## src/rtl/pipeline_hazard_ctrl.sv

```systemverilog
// Stall/flush scheduler for a 5-stage RISC-V pipeline: branch redirect, multi-cycle EX op, load-use.
// Optional performance counters are enabled with `define HAZARD_PERF_CNT_EN.
module pipeline_hazard_ctrl #(
  parameter int REG_NUM_BITWIDTH = 5,
  parameter int FLUSH_CYCLES     = 2,
  parameter int MC_TIMEOUT       = 64
) (
  input  logic                        clk,
  input  logic                        rst,
  input  logic                        id_memRead,
  input  logic [REG_NUM_BITWIDTH-1:0] id_Rd,
  input  logic [REG_NUM_BITWIDTH-1:0] if_Rs1,
  input  logic [REG_NUM_BITWIDTH-1:0] if_Rs2,
  input  logic                        PCSrc,
  input  logic                        mc_req,
  input  logic                        mc_done,
  output logic                        mc_go,
  output logic                        PCWrite,
  output logic                        if_write,
  output logic                        id_write,
  output logic                        if_doNOP,
  output logic                        id_doNOP,
  output logic                        ex_doNOP,
`ifdef HAZARD_PERF_CNT_EN
  output logic [31:0]                 lu_stall_cnt,
  output logic [31:0]                 flush_cnt_total,
  output logic [31:0]                 mc_stall_cnt,
`endif
  output logic                        mc_err
);

  localparam int FW = $clog2(FLUSH_CYCLES + 1);
  localparam int MW = $clog2(MC_TIMEOUT);

  typedef enum logic [1:0] {RUN, FLUSH, MC_WAIT} state_e;

  state_e          state_q, state_d;
  logic [FW-1:0]   flush_cnt_q, flush_cnt_d;
  logic [MW-1:0]   mc_cnt_q, mc_cnt_d;
  logic            mc_err_q, mc_err_d;
  logic            lu;

  // x0 is hardwired to zero, so a load targeting it never creates a dependency.
  assign lu = id_memRead && (id_Rd != '0) && ((id_Rd == if_Rs1) || (id_Rd == if_Rs2));

  always_comb begin
    state_d     = state_q;
    flush_cnt_d = flush_cnt_q;
    mc_cnt_d    = mc_cnt_q;
    mc_err_d    = mc_err_q;
    mc_go       = 1'b0;
    PCWrite     = 1'b1;
    if_write    = 1'b1;
    id_write    = 1'b1;
    if_doNOP    = 1'b0;
    id_doNOP    = 1'b0;
    ex_doNOP    = 1'b0;

    if (rst) begin
      PCWrite     = 1'b0;
      if_write    = 1'b0;
      id_write    = 1'b0;
      if_doNOP    = 1'b1;
      id_doNOP    = 1'b1;
      ex_doNOP    = 1'b1;
      state_d     = RUN;
      flush_cnt_d = '0;
      mc_cnt_d    = '0;
      mc_err_d    = 1'b0;
    end else begin
      unique case (state_q)
        RUN: begin
          if (PCSrc) begin
            if_doNOP    = 1'b1;
            id_doNOP    = 1'b1;
            ex_doNOP    = 1'b1;
            flush_cnt_d = FW'(FLUSH_CYCLES - 1);
            state_d     = (FLUSH_CYCLES > 1) ? FLUSH : RUN;
          end else if (mc_req) begin
            mc_go    = 1'b1;
            PCWrite  = 1'b0;
            if_write = 1'b0;
            id_write = 1'b0;
            ex_doNOP = 1'b1;
            mc_cnt_d = '0;
            state_d  = MC_WAIT;
          end else if (lu) begin
            PCWrite  = 1'b0;
            if_write = 1'b0;
            id_doNOP = 1'b1;
          end
        end
        FLUSH: begin
          if_doNOP = 1'b1;
          if (PCSrc) begin
            id_doNOP    = 1'b1;
            ex_doNOP    = 1'b1;
            flush_cnt_d = FW'(FLUSH_CYCLES - 1);
          end else begin
            flush_cnt_d = flush_cnt_q - 1'b1;
            if (flush_cnt_q == FW'(1)) state_d = RUN;
          end
        end
        MC_WAIT: begin
          // A done pulse on the timeout cycle wins, so the error flag is not raised.
          if (mc_done) begin
            state_d = RUN;
          end else if (mc_cnt_q == MW'(MC_TIMEOUT - 1)) begin
            mc_err_d = 1'b1;
            state_d  = RUN;
          end else begin
            PCWrite  = 1'b0;
            if_write = 1'b0;
            id_write = 1'b0;
            ex_doNOP = 1'b1;
            if (mc_cnt_q != '1) mc_cnt_d = mc_cnt_q + 1'b1;
          end
        end
        default: state_d = RUN;
      endcase
    end
  end

  always_ff @(posedge clk) begin
    state_q     <= state_d;
    flush_cnt_q <= flush_cnt_d;
    mc_cnt_q    <= mc_cnt_d;
    mc_err_q    <= mc_err_d;
  end

  assign mc_err = mc_err_q;

`ifdef HAZARD_PERF_CNT_EN
  logic        lu_ev, flush_ev, mc_ev;
  logic [31:0] lu_stall_cnt_q, flush_cnt_total_q, mc_stall_cnt_q;

  assign lu_ev    = !rst && (state_q == RUN) && !PCSrc && !mc_req && lu;
  assign flush_ev = !rst && (state_q != MC_WAIT) && PCSrc;
  assign mc_ev    = !rst && (state_q == MC_WAIT);

  always_ff @(posedge clk) begin
    if (rst) begin
      lu_stall_cnt_q    <= '0;
      flush_cnt_total_q <= '0;
      mc_stall_cnt_q    <= '0;
    end else begin
      if (lu_ev && lu_stall_cnt_q != '1)       lu_stall_cnt_q    <= lu_stall_cnt_q + 1'b1;
      if (flush_ev && flush_cnt_total_q != '1) flush_cnt_total_q <= flush_cnt_total_q + 1'b1;
      if (mc_ev && mc_stall_cnt_q != '1)       mc_stall_cnt_q    <= mc_stall_cnt_q + 1'b1;
    end
  end

  assign lu_stall_cnt    = lu_stall_cnt_q;
  assign flush_cnt_total = flush_cnt_total_q;
  assign mc_stall_cnt    = mc_stall_cnt_q;
`endif

endmodule

```

## config.mk

```make
export PLATFORM = sky130hd
export DESIGN_NAME = pipeline_hazard_ctrl
export DESIGN_NICKNAME = d
export VERILOG_FILES = /design/src/rtl/pipeline_hazard_ctrl.sv
export SDC_FILE = /design/constraint.sdc
export NUM_CORES = 1
export LEC_CHECK = 0
export ABC_CLOCK_PERIOD_IN_PS = 2900
export CAP_MARGIN = 10
export CORE_MARGIN = 1.5
export CORE_UTILIZATION = 42
export DETAILED_ROUTE_END_ITERATION = 12
export PLACE_DENSITY = 0.88
export SYNTH_ARGS = -nofsm -noshare
export SYNTH_HDL_FRONTEND = slang
export SYNTH_SLANG_ARGS = --single-unit
```

## constraint.sdc

```tcl
create_clock -name clk -period 2.9 [get_ports clk]
set_input_delay 0.87 -clock clk [delete_from_list [all_inputs] [get_ports clk]]
set_output_delay 0.87 -clock clk [all_outputs]
set_load 0.03 [all_outputs]
```

Word level (Yosys, flattened, before mapping)
Index checks and enable logic that the tools add are counted.
- eq/ne operators: 17
- shift operators: 0
- $mul: 0
- multiplexer cells: 44
- reduce and logical (&&, ||, !) cells: 11
- div/mod/pow operators: 0
- bitwise gates (word level): 1
- add/sub/neg operators: 2
- magnitude comparators: 0
- operator list (kind ; count):
    6-bit 2-to-1 mux ; 5
    1-bit 2-to-1 mux ; 23
    2-bit 2-to-1 mux ; 8
    2-bit != test (second input constant) ; 8
    6-bit one-hot mux with 2 select lines ; 1
    5-bit equality test ; 2
    1-bit one-hot mux with 2 select lines ; 4
    6-bit by 1-bit adder with 6-bit output (second input constant) ; 1
    6-bit equality test (second input constant) ; 1
    3-bit != test (second input constant) ; 2
    6-bit != test (second input constant) ; 1
    2-bit one-hot mux with 3 select lines ; 1
    6-bit AND reduction ; 1
    5-bit nonzero test ; 1
    2-bit by 1-bit equality test with 1-bit output (second input constant) ; 2
    2-bit one-hot mux with 2 select lines ; 1
    4-bit AND reduction ; 1
    2-bit nonzero test ; 2
    1-bit one-hot mux with 3 select lines ; 1
    3-bit AND reduction ; 1
    2-bit equality test (second input constant) ; 1
    1-bit logical AND ; 2
    2-bit zero test ; 1
    2-bit AND reduction ; 1
    other kinds (3) ; 3
- bits in writable memories: 0
- ROM bits: 0
- flip-flop bits (word level): 11
- logic and storage cells: 79
- output and inout bits: 8
- input bits: 21
- memories: 0
- latch bits: 0

Depth between registers and ports, before layout
Gate-level depths: netlist (run 1).
- depth after elaboration: 8
- mapped depth: 7
- gate-level depth less buffers: 6

Least setup slack after synthesis (run 1)
Ideal clock, no wire load.
- path type: input -> output
- start: in id_Rd[1]
- end: out if_write
- buffers on the path: 1
- setup slack: -0.558 ns
- arrival time: 2.588 ns
- cell stages on the path: 5
- data required time: 2.030 ns
- cells stage by stage: or4_4 > o21ai_2 > a211oi_1 > nor3_1 > buf_4
- longest elaborated chain between the ends: 8
- elaborated cells on any way between the ends: 11
- classes of those cells: eq/ne: 2; mux: 5; reduce/logical: 4
- RTL lines (element ; RTL line ; text):
    start, declared ; 11 ; input logic [REG_NUM_BITWIDTH-1:0] id_Rd,
    5-bit equality test or 5-bit nonzero test (tied branches) ; 44 ; assign lu = id_memRead && (id_Rd != '0) && ((id_Rd == if_Rs1) || (id_Rd == if_Rs2));
    1-bit logical OR or 1-bit logical AND (tied branches) ; 44 ;
    1-bit logical AND (*) ; 44 ;
    1-bit 2-to-1 mux (*) (3 in a row) ; n/a ;
    1-bit one-hot mux with 2 select lines (*) ; n/a ;
    1-bit 2-to-1 mux (*) ; n/a ;
    end, declared ; 19 ; output logic if_write,
Every way passes the cells marked *; elsewhere a longest branch is shown, timed or not.

Worst setup path in the final report (run 1)
- start: in id_Rd[2]
- end: out if_write
- longest elaborated chain between the ends: 8
- elaborated cells on any way between the ends: 11
- classes of those cells: eq/ne: 2; mux: 5; reduce/logical: 4
- RTL lines (element ; RTL line ; text):
    5-bit equality test or 5-bit nonzero test (tied branches) ; 44 ;
    1-bit logical OR or 1-bit logical AND (tied branches) ; 44 ;
    1-bit logical AND (*) ; 44 ;
    1-bit 2-to-1 mux (*) ; 87 ; end else if (lu) begin
    1-bit 2-to-1 mux (*) ; 79 ; end else if (mc_req) begin
    1-bit 2-to-1 mux (*) ; 73 ; if (PCSrc) begin
    1-bit one-hot mux with 2 select lines (*) ; 71 ; unique case (state_q)
    1-bit 2-to-1 mux (*) ; 59 ; if (rst) begin
Marks and branches as above.

==> flow_metrics.env, run 1 <==
export IMPL_status="complete, but fails checks"
export IMPL_violations="setup timing"
export IMPL_crit_fanout=2
export IMPL_drt_initial_drc_count=5
export IMPL_powerDensity_nw_per_um2=351
export IMPL_endpoint_kind="output port"
export IMPL_hold_start="mc_err"
export IMPL_crit_type="input pin to output port"
export IMPL_coreArea_um2=1690
export IMPL_maxSlewViolCount=0
export IMPL_cap_violations=0
export IMPL_power_leakage_nw=0.503
export IMPL_avgRoutedWirePerCell_um=13.2
export IMPL_nFillCells=140
export IMPL_remaining_drc_errors=0
export IMPL_setup_viol=3
export IMPL_synthArstFlopShare_pct=0
export IMPL_synth_distinct_cells=31
export IMPL_first_pass_iters=4
export IMPL_crit_path_max_incr_delay_ps=520
export IMPL_final_nets=164
export IMPL_netlist_instances=93
export IMPL_wirelength_um=2070
export IMPL_drive_above_1_share_pct=37.1
export IMPL_finalClockSkew_ps=5.11
export IMPL_finalNonFillerCells=157
export IMPL_synth_edf_count=0
export IMPL_dr_max_layer_used="met4"
export IMPL_crit_path_frequent_cell="buf_6"
export IMPL_arrival_ps=2180
export IMPL_wl_met3_um=106
export IMPL_power_w=0.000429
export IMPL_routedLengthMet1_um=824
export IMPL_required_ps=2030
export IMPL_switching_share_pct=32.6
export IMPL_via_count=819
export IMPL_peakVddDrop_mv=0.317
export IMPL_grt_overflow=0
export IMPL_place_congestion=0.766
export IMPL_hp_class="flip-flop to flip-flop"
export IMPL_crit_start="id_Rd[2]"
export IMPL_place_hpwl_um=1520
export IMPL_synth_nets=116
export IMPL_ys_warnings_count=0
export IMPL_cpLargestDelayFamily="simple AND/OR/NAND/NOR gates"
export IMPL_relSlewSlack_pct=79.3
export IMPL_fp_row_count=15
export IMPL_ios=29
export IMPL_port_buffers=28
export IMPL_cts_buffers=3
export IMPL_grt_pass1_wl_um=3280
export IMPL_tightest_slew_ps=309
export IMPL_cts_buffer_depth=2
export IMPL_combPwrFrac_pct=36.2
export IMPL_cts_tree="yes"
export IMPL_start_kind="input pin"
export IMPL_fmax_ghz=0.328
export IMPL_cts_root_buf="clkbuf_4"
export IMPL_p_clk_share_pct=25.3
export IMPL_crit_buf_inv=3
export IMPL_path_clk_slew_ps=60
export IMPL_synth_main_ff_cell="dfxtp_1"
export IMPL_syn_cell_area_um2=747
export IMPL_min_period_ps=3050
export IMPL_path_cells="buf_6, or4_4, o21ai_2, buf_4, a211oi_4, nor3_4, buf_6"
export IMPL_detailroute_wirelength_met2_um=1100
export IMPL_floorplan_initialDensity_pct=44.2
export IMPL_via_per_inst=5.22
export IMPL_yosysSeqAreaShare_pct=29.5
export IMPL_p_int_w=0.000289
export IMPL_antenna_cells=0
export IMPL_antenna_found_initial=0
export IMPL_die_w_um=45.2
export IMPL_grt_usage_pct=23.2
export IMPL_dp_cells=151
export IMPL_grt_max_degree=11
export IMPL_reg2reg_from="mc_cnt_q[0]"
export IMPL_insertion_delay_ps=280
export IMPL_die_area_um2=2040
export IMPL_slowest_stage="or4_4"
export IMPL_min_period_over_period_pct=105
export IMPL_switchingPower_w=0.000140
export IMPL_hold_violations=0
export IMPL_p_seq_share_pct=38.5
export IMPL_area_growth_pct=63.8
export IMPL_synth_seq_cells=11
export IMPL_avgSynthCellArea_um2=8.03
export IMPL_grt_pass1_vias=777
export IMPL_htreeDepth=1
export IMPL_finalWorstSetupSlack_ps=-153
export IMPL_clock_sinks=11
export IMPL_rsz0062_at_grt="true"
export IMPL_die_h_um=45.2
export IMPL_ant_nets=0
export IMPL_cts_hold_buf=0
worst reg2reg max path: cells and delay by family, from the launching register on:
| family | cells | cell delay (ps) |
|---|---|---|
| AO/OA/AOI/OAI | 4 | 640 |
| adder cells (fa/ha/maj) | 1 | 220 |
| buffers and inverters | 1 | 150 |
| flip-flops | 1 | 390 |
| AND/OR/NAND/NOR | 1 | 170 |
layout make-up:
class / instances / area [µm²] / area share, %
inverter: 8 / 30.0 / 2.45
timing repair buffer: 46 / 387 / 31.6
sequential: 11 / 220 / 18.0
tap: 17 / 21.3 / 1.74
clock buffer: 4 / 26.3 / 2.15
multi-input combinational: 71 / 539 / 44.1
cells in the mapped netlist (2+ instances only):
master | n | share of area, %
nand2_1 | 3 | 1.5
nor2_1 | 13 | 6.5
ha_1 | 2 | 3.3
a21oi_1 | 6 | 4.0
a22oi_1 | 2 | 2.0
nand2b_1 | 3 | 2.5
o21ai_2 | 2 | 2.3
a211oi_1 | 2 | 2.0
inv_1 | 8 | 4.0
dfxtp_1 | 11 | 29
xor2_1 | 10 | 12
xnor2_1 | 2 | 2.3
nor3_1 | 7 | 4.7
nand3_1 | 3 | 2.0
nor2b_1 | 2 | 1.7
a21o_1 | 2 | 2.0
layer usage:
metal  vias to the layer above  global-route usage (%)
met3                         4                    9.20
met1                       378                    25.9
li1                        412                       -
met4                         0                    8.82
met5                         -                       0
met2                        25                    39.4
power groups by stage:
stage | clock [W] | combinational, W | sequential [W]
final | 0.000108 | 0.000155 | 0.000165
after detailed placement | 0 | 0.000145 | 0.000169
after CTS | 0.000111 | 0.000151 | 0.000165
after floorplan | 0 | 0.0000743 | 0.000166
after global routing | 0.000120 | 0.000168 | 0.000166
after global placement | 0 | 0.000141 | 0.000168
stage by stage:
stage / instance area [µm²] / utilization, % / hold slack [ps] / setup slack [ps] / setup TNS, ps
finish: 1220 / 72.4 / 481 / -153 / -416
global route: 1220 / 72.4 / 520 / -206 / -572
CTS: 1210 / 71.9 / 490 / -168 / -446
detailed placement: 1150 / 68.1 / 472 / -953 / -2520
global placement: 1150 / 68.1 / 456 / -929 / -2420
floorplan: 767 / - / 444 / -150 / -168
cell families after synthesis:
logic type / share of synthesized area [%]
xor+xnor: 14.1
fa+ha+maj: 3.35
flops: 29.5
buf+inv: 7.04
compound gates: 19.8
simple gates: 26.3
layout by cell type (no fill, tap or decap), drive strengths merged:
cell type      Yosys  layout
xnor2              2       2
nor2              13      13
nand4              1       1
nand2              3       3
clkdlybuf4s15      0       3
clkdlybuf4s50      0       4
a211oi             3       3
nor3               7       7
a21oi              7       7
nand3              3       3
and3               1       1
ha                 2       2
or4                1       1
a22oi              2       2
nand3b             1       1
nand2b             3       3
a221o              1       1
dlygate4sd2        0       7
o21ai              3       3
dfxtp             11      11
a21bo              1       1
xor2              10      10
nor2b              2       2
inv                8       8
nor3b              1       1
a21o               2       2
o32ai              1       1
buf                2      29
clkbuf             1       7
or3                1       1
path summary, 6_finish.rpt:
check                                   end  slack, ps  cells after the start
worst min register to register       mc_err        480                      2
worst max register to register  mc_cnt_q[2]       1270                      7
worst min-delay path                 mc_err        480                      2
worst max-delay path               if_write       -150                      7
sequential cells by signal, indices dropped and copies added (netlist names):
signal,flops
mc_cnt_q,6
flush_cnt_q,2
state_q,2
mc_err,1
what timing repair did:
action                     4_1_cts  5_1_grt
setup endpoints to repair        4        5
cloned                           0        0
pin swaps                       20        9
buffers inserted                 2        0
gates resized for setup         54       13
Power figures use the tool's default switching activity.
==> inputs of run 2 (changes only) <==
--- a/config.mk
+++ b/config.mk
@@ -11,6 +11,7 @@
 export CORE_UTILIZATION = 42
 export DETAILED_ROUTE_END_ITERATION = 12
 export PLACE_DENSITY = 0.88
+export SKIP_LAST_GASP = 1
 export SYNTH_ARGS = -nofsm -noshare
 export SYNTH_HDL_FRONTEND = slang
 export SYNTH_SLANG_ARGS = --single-unit
==> flow_metrics.env, run 2 (synthesis results as in run 1) <==
export IMPL_fp_row_count=15
export IMPL_power_w=0.000429
export IMPL_antenna_found_initial=0
export IMPL_multi_input_area_um2=539
export IMPL_first_pass_iters=4
export IMPL_reg2reg_from="mc_cnt_q[0]"
export IMPL_peakVddDrop_mv=0.315
export IMPL_floorplan_initialDensity_pct=44.2
export IMPL_grt_pass1_vias=777
export IMPL_maxSlewViolCount=0
export IMPL_htreeDepth=1
export IMPL_hp_class="flip-flop to flip-flop"
export IMPL_start_kind="input pin"
export IMPL_cts_buffer_depth=2
export IMPL_port_buffers=28
export IMPL_insertion_delay_ps=280
export IMPL_min_period_over_period_pct=105
export IMPL_cts_root_buf="clkbuf_4"
export IMPL_path_clk_slew_ps=60
export IMPL_cap_violations=0
export IMPL_finalClockSkew_ps=4.16
export IMPL_reg2reg_to="mc_cnt_q[2]"
export IMPL_holdWs_ps=481
export IMPL_finalWorstSetupSlack_ps=-153
export IMPL_grt_usage_pct=23.2
export IMPL_hold_violations=0
export IMPL_powerDensity_nw_per_um2=350
export IMPL_via_count=822
export IMPL_relSlewSlack_pct=79.3
export IMPL_rrSetupSlack_ps=1270
export IMPL_min_period_ps=3050
export IMPL_via_per_inst=5.24
export IMPL_path_cells="buf_6, or4_4, o21ai_2, buf_4, a211oi_4, nor3_4, buf_6"
export IMPL_layout_common_cells="18 x buf_4, 13 x nor2_1, 11 x dfxtp_1"
export IMPL_ios=29
export IMPL_crit_fanout=2
export IMPL_die_h_um=45.2
export IMPL_hold_start="mc_err"
export IMPL_slowest_stage="or4_4"
export IMPL_wirelength_um=2080
export IMPL_final_nets=164
export IMPL_top_regs="mc_cnt_q (6), flush_cnt_q (2), state_q (2)"
export IMPL_crit_path_frequent_cell="buf_6"
export IMPL_cpLargestDelayFamily="simple AND/OR/NAND/NOR gates"
export IMPL_cts_tree="yes"
export IMPL_place_hpwl_um=1520
export IMPL_ant_nets=0
export IMPL_grt_pass1_wl_um=3280
export IMPL_required_ps=2030
export IMPL_clock_sinks=11
export IMPL_seqCellArea_um2=220
export IMPL_setup_tns_ps=-441
export IMPL_crit_type="input pin to output port"
export IMPL_rsz0062_at_grt="true"
export IMPL_drt_initial_drc_count=7
export IMPL_crit_buf_inv=3
export IMPL_antenna_cells=0
export IMPL_coreArea_um2=1690
export IMPL_area_growth_pct=63.8
export IMPL_grt_overflow=0
export IMPL_tightest_slew_ps=309
export IMPL_hold_path_cell_count=2
export IMPL_violations="setup timing"
export IMPL_reg2reg_depth=7
export IMPL_power_leakage_nw=0.503
export IMPL_avgRoutedWirePerCell_um=13.3
export IMPL_arrival_ps=2180
export IMPL_hold_end="mc_err"
export IMPL_fmax_ghz=0.328
export IMPL_largest_reg_flops=6
export IMPL_grt_max_degree=11
export IMPL_die_w_um=45.2
export IMPL_nFillCells=140
export IMPL_remaining_drc_errors=0
export IMPL_drive_above_1_share_pct=37.1
export IMPL_final_common_cell="buf_4"
export IMPL_die_area_um2=2040
export IMPL_endpoint_kind="output port"
export IMPL_setup_viol=3
export IMPL_place_congestion=0.766
export IMPL_crit_path_max_incr_delay_ps=520
export IMPL_status="complete, but fails checks"
export IMPL_top_register="mc_cnt_q"
export IMPL_cts_buffers=3
export IMPL_cts_hold_buf=0
[run 2: cell counts in the layout (fill, tap and decap cells not counted)]
No cell type changed its count.
[run 2: worst reg2reg max path, delay by kind of cell, from the launching register on]
family,cells,cell delay (ps)
AND/OR/NAND/NOR,1,170
AO/OA/AOI/OAI,4,640
flip-flops,1,390
adder cells (fa/ha/maj),1,220
buffers and inverters,1,150
[run 2: area by class of cell]
| class | count | share of cell area [%] |
|---|---|---|
| multi-input cells | 71 | 44.1 |
| repair buffers | 46 | 31.6 |
| flip-flops and latches | 11 | 18.0 |
| inverters | 8 | 2.45 |
| clock buffers | 4 | 2.15 |
| well taps | 17 | 1.74 |
[run 2: metrics by stage]
stage / cell area, µm² / setup WS, ps / instances / utilization [%]
floorplan: 767 / -150 / 93 / -
global placement: 1150 / -929 / 151 / 68.1
detailed placement: 1150 / -953 / 151 / 68.1
CTS: 1210 / -168 / 157 / 71.9
global route: 1220 / -206 / 157 / 72.4
finish: 1220 / -153 / 157 / 72.4
[run 2: how the worst max path moves through the flow]
| stage | startpoint | end | cells after the start |
|---|---|---|---|
| 6_report | id_Rd[2] | if_write | 7 |
| 5_1_grt | id_Rd[2] | if_write | 9 |
| 4_1_cts | id_Rd[2] | if_write | 7 |
| 3_5_place_dp | id_Rd[1] | id_doNOP | 6 |
| 3_3_place_gp | id_Rd[1] | id_doNOP | 6 |
| 2_1_floorplan | id_Rd[1] | if_write | 5 |
[run 2: report_power, final]
group	leakage [nW]	internal, W	switching, W	total (W)
Combinational	0.398	0.0000785	0.0000770	0.000155
Clock	0.0150	0.0000535	0.0000544	0.000108
Sequential	0.0896	0.000157	0.00000803	0.000165
[run 2: layer usage]
metal  GRT usage [%]  routed length (µm)  vias up
met1            25.9                 819      377
met3            9.20                 122        4
met4            8.82                  40        0
li1                -                   -      411
met2            39.4                1100       30
met5               0                   0        -
[run 2: repair_timing]
action | 4_1_cts | 5_1_grt
gates cloned | 0 | 0
pin swaps | 19 | 9
gates resized for setup | 54 | 13
setup endpoints to repair | 4 | 5
setup buffers | 2 | 0
==> inputs of run 3 (changes only) <==
--- a/config.mk
+++ b/config.mk
@@ -10,6 +10,7 @@
 export CORE_MARGIN = 1.5
 export CORE_UTILIZATION = 42
 export DETAILED_ROUTE_END_ITERATION = 12
+export MAX_ROUTING_LAYER = met4
 export PLACE_DENSITY = 0.88
 export SKIP_LAST_GASP = 1
 export SYNTH_ARGS = -nofsm -noshare
==> flow_metrics.env, run 3 (synthesis results as in run 1) <==
export IMPL_status="complete, but fails checks"
export IMPL_violations="setup timing"
export IMPL_grt_overflow=0
export IMPL_crit_fanout=2
export IMPL_cpLargestDelayFamily="simple AND/OR/NAND/NOR gates"
export IMPL_grt_max_degree=11
export IMPL_arrival_ps=2180
export IMPL_cts_buffers=3
export IMPL_min_period_over_period_pct=105
export IMPL_largest_reg_flops=6
export IMPL_wirelength_um=2090
export IMPL_fmax_ghz=0.328
export IMPL_start_kind="input pin"
export IMPL_crit_buf_inv=3
export IMPL_maxSlewViolCount=0
export IMPL_top_regs="mc_cnt_q (6), flush_cnt_q (2), state_q (2)"
export IMPL_drt_initial_drc_count=9
export IMPL_die_area_um2=2040
export IMPL_via_count=817
export IMPL_power_leakage_nw=0.503
export IMPL_cts_buffer_depth=2
export IMPL_avgRoutedWirePerCell_um=13.3
export IMPL_nFillCells=140
export IMPL_place_congestion=0.776
export IMPL_remaining_drc_errors=0
export IMPL_cts_tree="yes"
export IMPL_drive_above_1_share_pct=37.1
export IMPL_setup_tns_ps=-442
export IMPL_slowest_stage="or4_4"
export IMPL_endpoint_kind="output port"
export IMPL_htreeDepth=1
export IMPL_final_nets=164
export IMPL_crit_type="input pin to output port"
export IMPL_antenna_found_initial=0
export IMPL_final_common_cell="buf_4"
export IMPL_fp_row_count=15
export IMPL_die_h_um=45.2
export IMPL_antenna_cells=0
export IMPL_finalNonFillerCells=157
export IMPL_hp_class="flip-flop to flip-flop"
export IMPL_die_w_um=45.2
export IMPL_finalClockSkew_ps=4.23
export IMPL_ant_nets=0
export IMPL_rsz0062_at_grt="true"
export IMPL_clock_sinks=11
export IMPL_setup_viol=3
export IMPL_relSlewSlack_pct=79.3
export IMPL_min_period_ps=3050
export IMPL_floorplan_initialDensity_pct=44.2
export IMPL_coreArea_um2=1690
export IMPL_post_place_ws_ps=-953
export IMPL_layout_common_cells="18 x buf_4, 13 x nor2_1, 11 x dfxtp_1"
export IMPL_powerDensity_nw_per_um2=350
export IMPL_placed_area_um2=1150
export IMPL_place_hpwl_um=1520
export IMPL_crit_path_frequent_cell="buf_6"
export IMPL_dp_cells=151
export IMPL_stdcell_area_um2=1220
export IMPL_grt_pass1_wl_um=3290
export IMPL_path_clk_slew_ps=60
export IMPL_grt_pass1_vias=776
export IMPL_first_pass_iters=4
export IMPL_top_register="mc_cnt_q"
export IMPL_grt_usage_pct=23.9
export IMPL_port_buffers=28
export IMPL_cts_root_buf="clkbuf_4"
export IMPL_finalWorstSetupSlack_ps=-153
export IMPL_area_growth_pct=63.8
export IMPL_crit_path_max_incr_delay_ps=520
export IMPL_peakVddDrop_mv=0.316
export IMPL_required_ps=2030
export IMPL_ios=29
export IMPL_path_cells="buf_6, or4_4, o21ai_2, buf_4, a211oi_4, nor3_4, buf_6"
export IMPL_hold_violations=0
export IMPL_insertion_delay_ps=280
export IMPL_tightest_slew_ps=309
export IMPL_via_per_inst=5.20
export IMPL_cap_violations=0
[run 3: cell counts in the layout (fill, tap and decap cells not counted)]
No cell type changed its count.
[run 3: where the power goes]
part,switching (W),internal (W)
Combinational,0.0000770,0.0000785
Sequential,0.00000803,0.000157
Clock,0.0000545,0.0000535
[run 3: what timing repair did]
action / CTS / global route
gates resized for setup: 54 / 13
pin swaps: 19 / 9
buffers inserted: 2 / 0
setup endpoints to repair: 4 / 5
cloned: 0 / 0
hold buffers: 0 / 0
[run 3: metrics by stage]
step	utilization (%)	hold WS, ps	power (W)
after floorplan	-	444	0.000241
after global placement	68.1	456	0.000308
after detailed placement	68.1	472	0.000314
after CTS	71.9	490	0.000427
after global routing	72.4	520	0.000455
final	72.4	482	0.000429
[run 3: layout make-up]
cell class / count / area, µm² / share of cell area [%]
flip-flops and latches: 11 / 220 / 18.0
clock buffers: 4 / 26.3 / 2.15
inverters: 8 / 30.0 / 2.45
well taps: 17 / 21.3 / 1.74
repair buffers: 46 / 387 / 31.6
multi-input cells: 71 / 539 / 44.1
[run 3: path summary, 6_finish.rpt]
path / startpoint / end / slack (ps) / cells past startpoint
setup / recovery: id_Rd[2] / if_write / -150 / 7
hold reg to reg: mc_err / mc_err / 480 / 2
setup reg to reg: mc_cnt_q[0] / mc_cnt_q[2] / 1270 / 7
hold / removal: mc_err / mc_err / 480 / 2
[run 3: routing by layer]
metal,vias up,share of wire (%),GRT usage [%]
met2,28,53,39.4
met3,4,4.9,8.40
met5,-,0,-
met1,375,40,26.3
met4,0,1.7,8.82
li1,410,-,-
[run 3: tightest hold or removal path: cells and delay by family (launching register included)]
kind | cells | cell delay (ps)
AO/OA/AOI/OAI | 1 | 40
flip-flops | 1 | 330
AND/OR/NAND/NOR | 1 | 70
